`src/rtl/sha256_pkg.sv`:
```
// Shared SHA-256 constants, FSM state type and FIPS 180-4 helper functions.
package sha256_pkg;

  typedef enum logic [1:0] {IDLE, RUN, FINAL, OUT} state_t;

  localparam logic [255:0] H0 =
    256'h6a09e667_bb67ae85_3c6ef372_a54ff53a_510e527f_9b05688c_1f83d9ab_5be0cd19;

  localparam logic [31:0] K [64] = '{
    32'h428a2f98, 32'h71374491, 32'hb5c0fbcf, 32'he9b5dba5, 32'h3956c25b, 32'h59f111f1, 32'h923f82a4, 32'hab1c5ed5,
    32'hd807aa98, 32'h12835b01, 32'h243185be, 32'h550c7dc3, 32'h72be5d74, 32'h80deb1fe, 32'h9bdc06a7, 32'hc19bf174,
    32'he49b69c1, 32'hefbe4786, 32'h0fc19dc6, 32'h240ca1cc, 32'h2de92c6f, 32'h4a7484aa, 32'h5cb0a9dc, 32'h76f988da,
    32'h983e5152, 32'ha831c66d, 32'hb00327c8, 32'hbf597fc7, 32'hc6e00bf3, 32'hd5a79147, 32'h06ca6351, 32'h14292967,
    32'h27b70a85, 32'h2e1b2138, 32'h4d2c6dfc, 32'h53380d13, 32'h650a7354, 32'h766a0abb, 32'h81c2c92e, 32'h92722c85,
    32'ha2bfe8a1, 32'ha81a664b, 32'hc24b8b70, 32'hc76c51a3, 32'hd192e819, 32'hd6990624, 32'hf40e3585, 32'h106aa070,
    32'h19a4c116, 32'h1e376c08, 32'h2748774c, 32'h34b0bcb5, 32'h391c0cb3, 32'h4ed8aa4a, 32'h5b9cca4f, 32'h682e6ff3,
    32'h748f82ee, 32'h78a5636f, 32'h84c87814, 32'h8cc70208, 32'h90befffa, 32'ha4506ceb, 32'hbef9a3f7, 32'hc67178f2
  };

  function automatic logic [31:0] rotr(input logic [31:0] x, input int n);
    return (x >> n) | (x << (32 - n));
  endfunction

  function automatic logic [31:0] big_sigma0(input logic [31:0] x);
    return rotr(x, 2) ^ rotr(x, 13) ^ rotr(x, 22);
  endfunction

  function automatic logic [31:0] big_sigma1(input logic [31:0] x);
    return rotr(x, 6) ^ rotr(x, 11) ^ rotr(x, 25);
  endfunction

  function automatic logic [31:0] small_sigma0(input logic [31:0] x);
    return rotr(x, 7) ^ rotr(x, 18) ^ (x >> 3);
  endfunction

  function automatic logic [31:0] small_sigma1(input logic [31:0] x);
    return rotr(x, 17) ^ rotr(x, 19) ^ (x >> 10);
  endfunction

  function automatic logic [31:0] ch(input logic [31:0] e, input logic [31:0] f, input logic [31:0] g);
    return (e & f) ^ (~e & g);
  endfunction

  function automatic logic [31:0] maj(input logic [31:0] a, input logic [31:0] b, input logic [31:0] c);
    return (a & b) ^ (a & c) ^ (b & c);
  endfunction

  // Word-wise modulo-2^32 addition of two packed 8-word hash values.
  function automatic logic [255:0] add_words(input logic [255:0] x, input logic [255:0] y);
    logic [255:0] r;
    r = '0;
    for (int i = 0; i < 8; i++) r[32*i +: 32] = x[32*i +: 32] + y[32*i +: 32];
    return r;
  endfunction

endpackage

```
`src/rtl/sha256_round.sv`:
```
// One combinational SHA-256 compression round; state packed as {a,b,c,d,e,f,g,h}.
module sha256_round
  import sha256_pkg::*;
(
  input  logic [255:0] state_in,
  input  logic [31:0]  w,
  input  logic [31:0]  k,
  output logic [255:0] state_out
);

  logic [31:0] a, b, c, d, e, f, g, h;
  logic [31:0] t1, t2;

  assign {a, b, c, d, e, f, g, h} = state_in;
  assign t1 = h + big_sigma1(e) + ch(e, f, g) + k + w;
  assign t2 = big_sigma0(a) + maj(a, b, c);
  assign state_out = {t1 + t2, a, b, c, d + t1, e, f, g};

endmodule

```
`src/rtl/sha256_block_sequencer.sv`:
```
// Multi-block SHA-256 engine: folded round datapath, cross-block chaining and
// valid/ready handshakes on both the block input and the digest output.
module sha256_block_sequencer
  import sha256_pkg::*;
#(
  parameter int ROUNDS_PER_CYCLE = 1
)
(
  input  logic         clk,
  input  logic         reset_n,
  input  logic         blk_valid,
  output logic         blk_ready,
  input  logic [511:0] blk_data,
  input  logic         blk_first,
  input  logic         blk_last,
  output logic         dig_valid,
  input  logic         dig_ready,
  output logic [255:0] dig_data,
  output logic         busy
);

  localparam int RUN_CYCLES = 64 / ROUNDS_PER_CYCLE;
  localparam logic [5:0] RUN_LAST = 6'((RUN_CYCLES - 1) * ROUNDS_PER_CYCLE);

  if (!(ROUNDS_PER_CYCLE == 1 || ROUNDS_PER_CYCLE == 2 || ROUNDS_PER_CYCLE == 4 ||
        ROUNDS_PER_CYCLE == 8 || ROUNDS_PER_CYCLE == 16)) begin : g_bad_fold
    $error("ROUNDS_PER_CYCLE must be 1, 2, 4, 8 or 16");
  end

  state_t        state, next_state;
  logic [255:0]  h;
  logic [255:0]  v;
  logic [31:0]   w [16];
  logic [5:0]    rnd;
  logic          last_q;
  logic [255:0]  init_hash;
  logic [255:0]  sum_hash;

  // ext[0..15] is the live window; ext[16..] are schedule words derived this cycle.
  logic [31:0]   ext   [16 + ROUNDS_PER_CYCLE];
  logic [255:0]  chain [ROUNDS_PER_CYCLE + 1];

  assign init_hash = blk_first ? H0 : h;
  assign sum_hash  = add_words(h, v);
  assign chain[0]  = v;

  for (genvar j = 0; j < 16; j++) begin : g_window
    assign ext[j] = w[j];
  end

  for (genvar i = 0; i < ROUNDS_PER_CYCLE; i++) begin : g_round
    assign ext[16 + i] = small_sigma1(ext[14 + i]) + ext[9 + i] + small_sigma0(ext[1 + i]) + ext[i];

    sha256_round u_round (
      .state_in  (chain[i]),
      .w         (ext[i]),
      .k         (K[rnd + 6'(i)]),
      .state_out (chain[i + 1])
    );
  end

  always_ff @(posedge clk or negedge reset_n) begin
    if (!reset_n) state <= IDLE;
    else          state <= next_state;
  end

  always_comb begin
    next_state = state;
    blk_ready  = 1'b0;
    busy       = 1'b1;
    case (state)
      IDLE: begin
        blk_ready = 1'b1;
        busy      = 1'b0;
        if (blk_valid) next_state = RUN;
      end
      RUN:     if (rnd == RUN_LAST) next_state = FINAL;
      FINAL:   next_state = last_q ? OUT : IDLE;
      OUT:     if (dig_ready) next_state = IDLE;
      default: next_state = IDLE;
    endcase
  end

  // Working variables and chaining register share the same seed on block accept.
  always_ff @(posedge clk or negedge reset_n) begin
    if (!reset_n) begin
      h         <= '0;
      v         <= '0;
      rnd       <= '0;
      last_q    <= 1'b0;
      dig_data  <= '0;
      dig_valid <= 1'b0;
      for (int j = 0; j < 16; j++) w[j] <= '0;
    end else begin
      case (state)
        IDLE: begin
          if (blk_valid) begin
            h      <= init_hash;
            v      <= init_hash;
            rnd    <= '0;
            last_q <= blk_last;
            for (int j = 0; j < 16; j++) w[j] <= blk_data[511 - 32*j -: 32];
          end
        end
        RUN: begin
          v   <= chain[ROUNDS_PER_CYCLE];
          rnd <= rnd + 6'(ROUNDS_PER_CYCLE);
          for (int j = 0; j < 16; j++) w[j] <= ext[j + ROUNDS_PER_CYCLE];
        end
        FINAL: begin
          h <= sum_hash;
          if (last_q) begin
            dig_data  <= sum_hash;
            dig_valid <= 1'b1;
          end
        end
        OUT: begin
          if (dig_ready) dig_valid <= 1'b0;
        end
        default: ;
      endcase
    end
  end

endmodule
```
`config.mk`:
```
export PLATFORM = sky130hd
export DESIGN_NAME = sha256_block_sequencer
export DESIGN_NICKNAME = d
export VERILOG_FILES = /design/src/rtl/sha256_pkg.sv /design/src/rtl/sha256_round.sv /design/src/rtl/sha256_block_sequencer.sv
export SDC_FILE = /design/constraint.sdc
export NUM_CORES = 2
export LEC_CHECK = 0
export BUFFER_PORTS_ARGS = -buffer_cell sky130_fd_sc_hd__clkbuf_2
export CAP_MARGIN = 20
export CORE_ASPECT_RATIO = 1.75
export CORE_MARGIN = 3
export CORE_UTILIZATION = 35
export DETAILED_ROUTE_END_ITERATION = 7
export GPL_ROUTABILITY_DRIVEN = 0
export HOLD_SLACK_MARGIN = 0.15
export SETUP_SLACK_MARGIN = 0.4
export SYNTH_ARGS = -nofsm -noshare
export SYNTH_HDL_FRONTEND = slang
export SYNTH_SLANG_ARGS = --single-unit
```
`constraint.sdc`:
```
create_clock -name clk -period 7.38 [get_ports clk]
set_input_delay 0 -clock clk [delete_from_list [all_inputs] [get_ports clk]]
set_output_delay 0 -clock clk [all_outputs]
set_load 0.03 [all_outputs]
```
==> metrics <==
die width about 370 um; Synth Area in Compound Gates 0.206; Clock Path Buffers 4; Fmax 0.140 GHz; DRC 20; Ports 777; period utilization 0.970; CP peak stage delay approximately 600 ps; Die ar. 241,000 sq um; Setup-failing EPs final 0; FF-to-FF Start v[121]$_DFFE_PN0P_; number of hold violations in the final report 0; Min-Delay Path Depth 5; Synth area leaders dfrtp_1 39%, nand2_1 8.1%, ha_1 6.0%; largest family of logic cells by synthesized area compound AO/OA/AOI/OAI gates; Layout area overhead 29.9%; htree depth 4; Post-Place Worst Slack -76.2 ps; cell with the most instances after synthesis nand2_1; # fillers approximately 22,000; failing checks DRC; drt total wl 404,000 um; Post-synth EDFFs 0; initial antenna violation count 37; CP Data Arrival Time 7840 ps; CP Launch Point v[121]$_DFFE_PN0P_; TritonCTS Sinks between 1,000 and 1,500; Post-Synth Simple-Gate Area 0.167; Row Count ~230; Die Height 647 um; Final WS setup around 220 ps; synth cell count leaders 1,782 x nand2_1, 1,290 x dfrtp_1, 842 x nor2_1, 815 x o21ai_0, 630 x a21oi_1; critical path peak fanout 6; Reg2Reg Setup Slack 220 ps; cell area after layout 107,000 sq um; Max Transition Viols Final 0; type of origin of the critical path register; Max-Cap Viols 0; Mapped Area 82,100 sq um; mean post-synth cell area 8.41 sq um; area post-placement 90,500 sq um; RSZ-0062 raised after global routing yes; TritonCTS clock tree built; slowest cell on the critical path xnor2_1; largest net degree at the start of global routing 270; DR vias 83,900; Min-Delay Path Class in2reg; gr ovfl total 0; sequential-to-total area share from yosys stat 0.393; Worst-Margin Slew around 1200 ps; kind of critical path reg2reg; Synthesis Warnings 0; register area 32,300 sq um; Root Driver clkbuf_16; Critical Path RT 8060 ps; initial drt markers 8,570; RR Endpoint v[253]$_DFFE_PN0P_; Clock Skew 92.1 ps; Antenna Nets Post-Route 0; post-synth top area share 0.393; HPWL after DPL just under 300,000 um; Critical path destination v[253]$_DFFE_PN0P_; clk_lat worst skew 880 ps; Vias/cell 5.73; PortBufs about 780; status complete, but fails checks; fin nets between 10,000 and 15,000; total CTS buffers ~140; Seq cells post-synth between 1,000 and 1,500; WHS 135 ps; TritonRoute pass-1 iters 8; Wirelength per Cell 27.6 um; slew margin rel. 0.185; Distinct cells, synth a little over 90; GRT Total Usage 0.328; adder-cell area share of the yosys netlist 0.109; first-pass GRT wire length ~580,000 um; Post-Syn Instances around 9,800; area occupied by multi-input gates 46,500 sq um; Top FF cell, synth dfrtp_1; share of cells above drive strength 1 0.142; Async S/R FF share, synth 1.00; Final min period 7160 ps; initial core utilization 0.353; Yosys top cell by area dfrtp_1; final core occ 0.458; mux share of post-synthesis cell area 0.00794; path depth of the worst reg2reg path 31; XOR/XNOR Fraction of Synth Area 0.0631; Reg clk slew, reported paths approximately 70 ps; core box area 233,000 sq um; CP Capture Type register; number of global-route vias before repair between 80,000 and 90,000; syn nets 10,900
[worst min-delay path by stage]
stage / from / slack (ps) / end
finish: blk_data[7] / 140 / ext[39]$_DFFE_PN0P_
global route: blk_data[502] / 170 / ext[534]$_DFFE_PN0P_
CTS: blk_data[496] / 160 / ext[528]$_DFFE_PN0P_
detailed placement: reset_n / -50 / dig_data[139]$_DFFE_PN0P_
global placement: reset_n / -50 / dig_data[139]$_DFFE_PN0P_
floorplan: reset_n / -300 / dig_data[0]$_DFFE_PN0P_
[sequential cells by signal, summed over array words and instances, names as in the netlist]
register,cells
dig_data,256
dig_valid,1
ext,512
h,256
last_q,1
rnd,6
state,2
v,256
[placed cells by master, fill, tap and decap left out, types with 93 or more instances in the layout]
cell	count
a21oi_1	604
o21ai_1	93
or3_1	134
buf_4	363
clkbuf_2	774
nor2_1	829
o21ai_0	792
fa_1	196
nand2_1	1774
and3_1	124
ha_1	368
inv_1	486
xnor2_1	313
a21o_1	226
xor2_1	254
a31oi_1	523
dfrtp_1	1284
dlygate4sd3_1	999
clkbuf_16	144
[routing by layer]
layer | share of wire | track usage | vias up
met4 | 0.13 | 0.343 | 12
met2 | 0.46 | 0.529 | 4940
met5 | 0.00021 | 0 | -
met3 | 0.083 | 0.0777 | 1707
li1 | - | - | 36900
met1 | 0.33 | 0.336 | 40300
[layout make-up]
class                           instances  share of cell area
Timing Repair Buffer                 2185               0.163
Sequential cell                      1290               0.303
Tap cell                             3068              0.0360
Multi-Input combinational cell       7311               0.436
Antenna cell                           33            0.000774
Clock inverter                         49             0.00561
Inverter                              503              0.0178
Clock buffer                          194              0.0379
[worst max-delay path, delay by kind of cell, from the launching register on]
family          cells  cell delay (ps)
compound gates     10             1670
buf+inv             6              660
simple gates        5              790
fa+ha+maj           6             2380
xor+xnor            4             1070
flops               1              390
[repair_timing]
| item | CTS | global route |
|---|---|---|
| gates resized for setup | 90 | 121 |
| endpoints found under the setup margin | 23 | 30 |
| hold buffers | 1000 | 0 |
| buffers inserted | 14 | 26 |
| endpoints found under the hold margin | 992 | 0 |
| pin swaps | 48 | 66 |
[cell families (layout without fill, tap and decap cells)]
logic type               count (synthesis)  in the layout
AND/OR/NAND/NOR                       3264           3264
AO/OA/AOI/OAI                         2810           2810
flip-flops                            1290           1290
buffers and inverters                 1167           2931
adder cells (fa/ha/maj)                595            595
XOR/XNOR                               587            587
multiplexers                            55             55
other                                    0             33
[through the flow]
step / std cells / setup TNS [ps]
2_1_floorplan: 9768 / 0
3_3_place_gp: 13300 / -10.2
3_5_place_dp: 13300 / -142
4_1_cts: 14600 / 0
5_1_grt: 14600 / 0
6_report: 14600 / 0
Power is left out: the tool's default activity adds up to more than one toggle a clock period on the data nets, which glitch-free logic cannot reach.
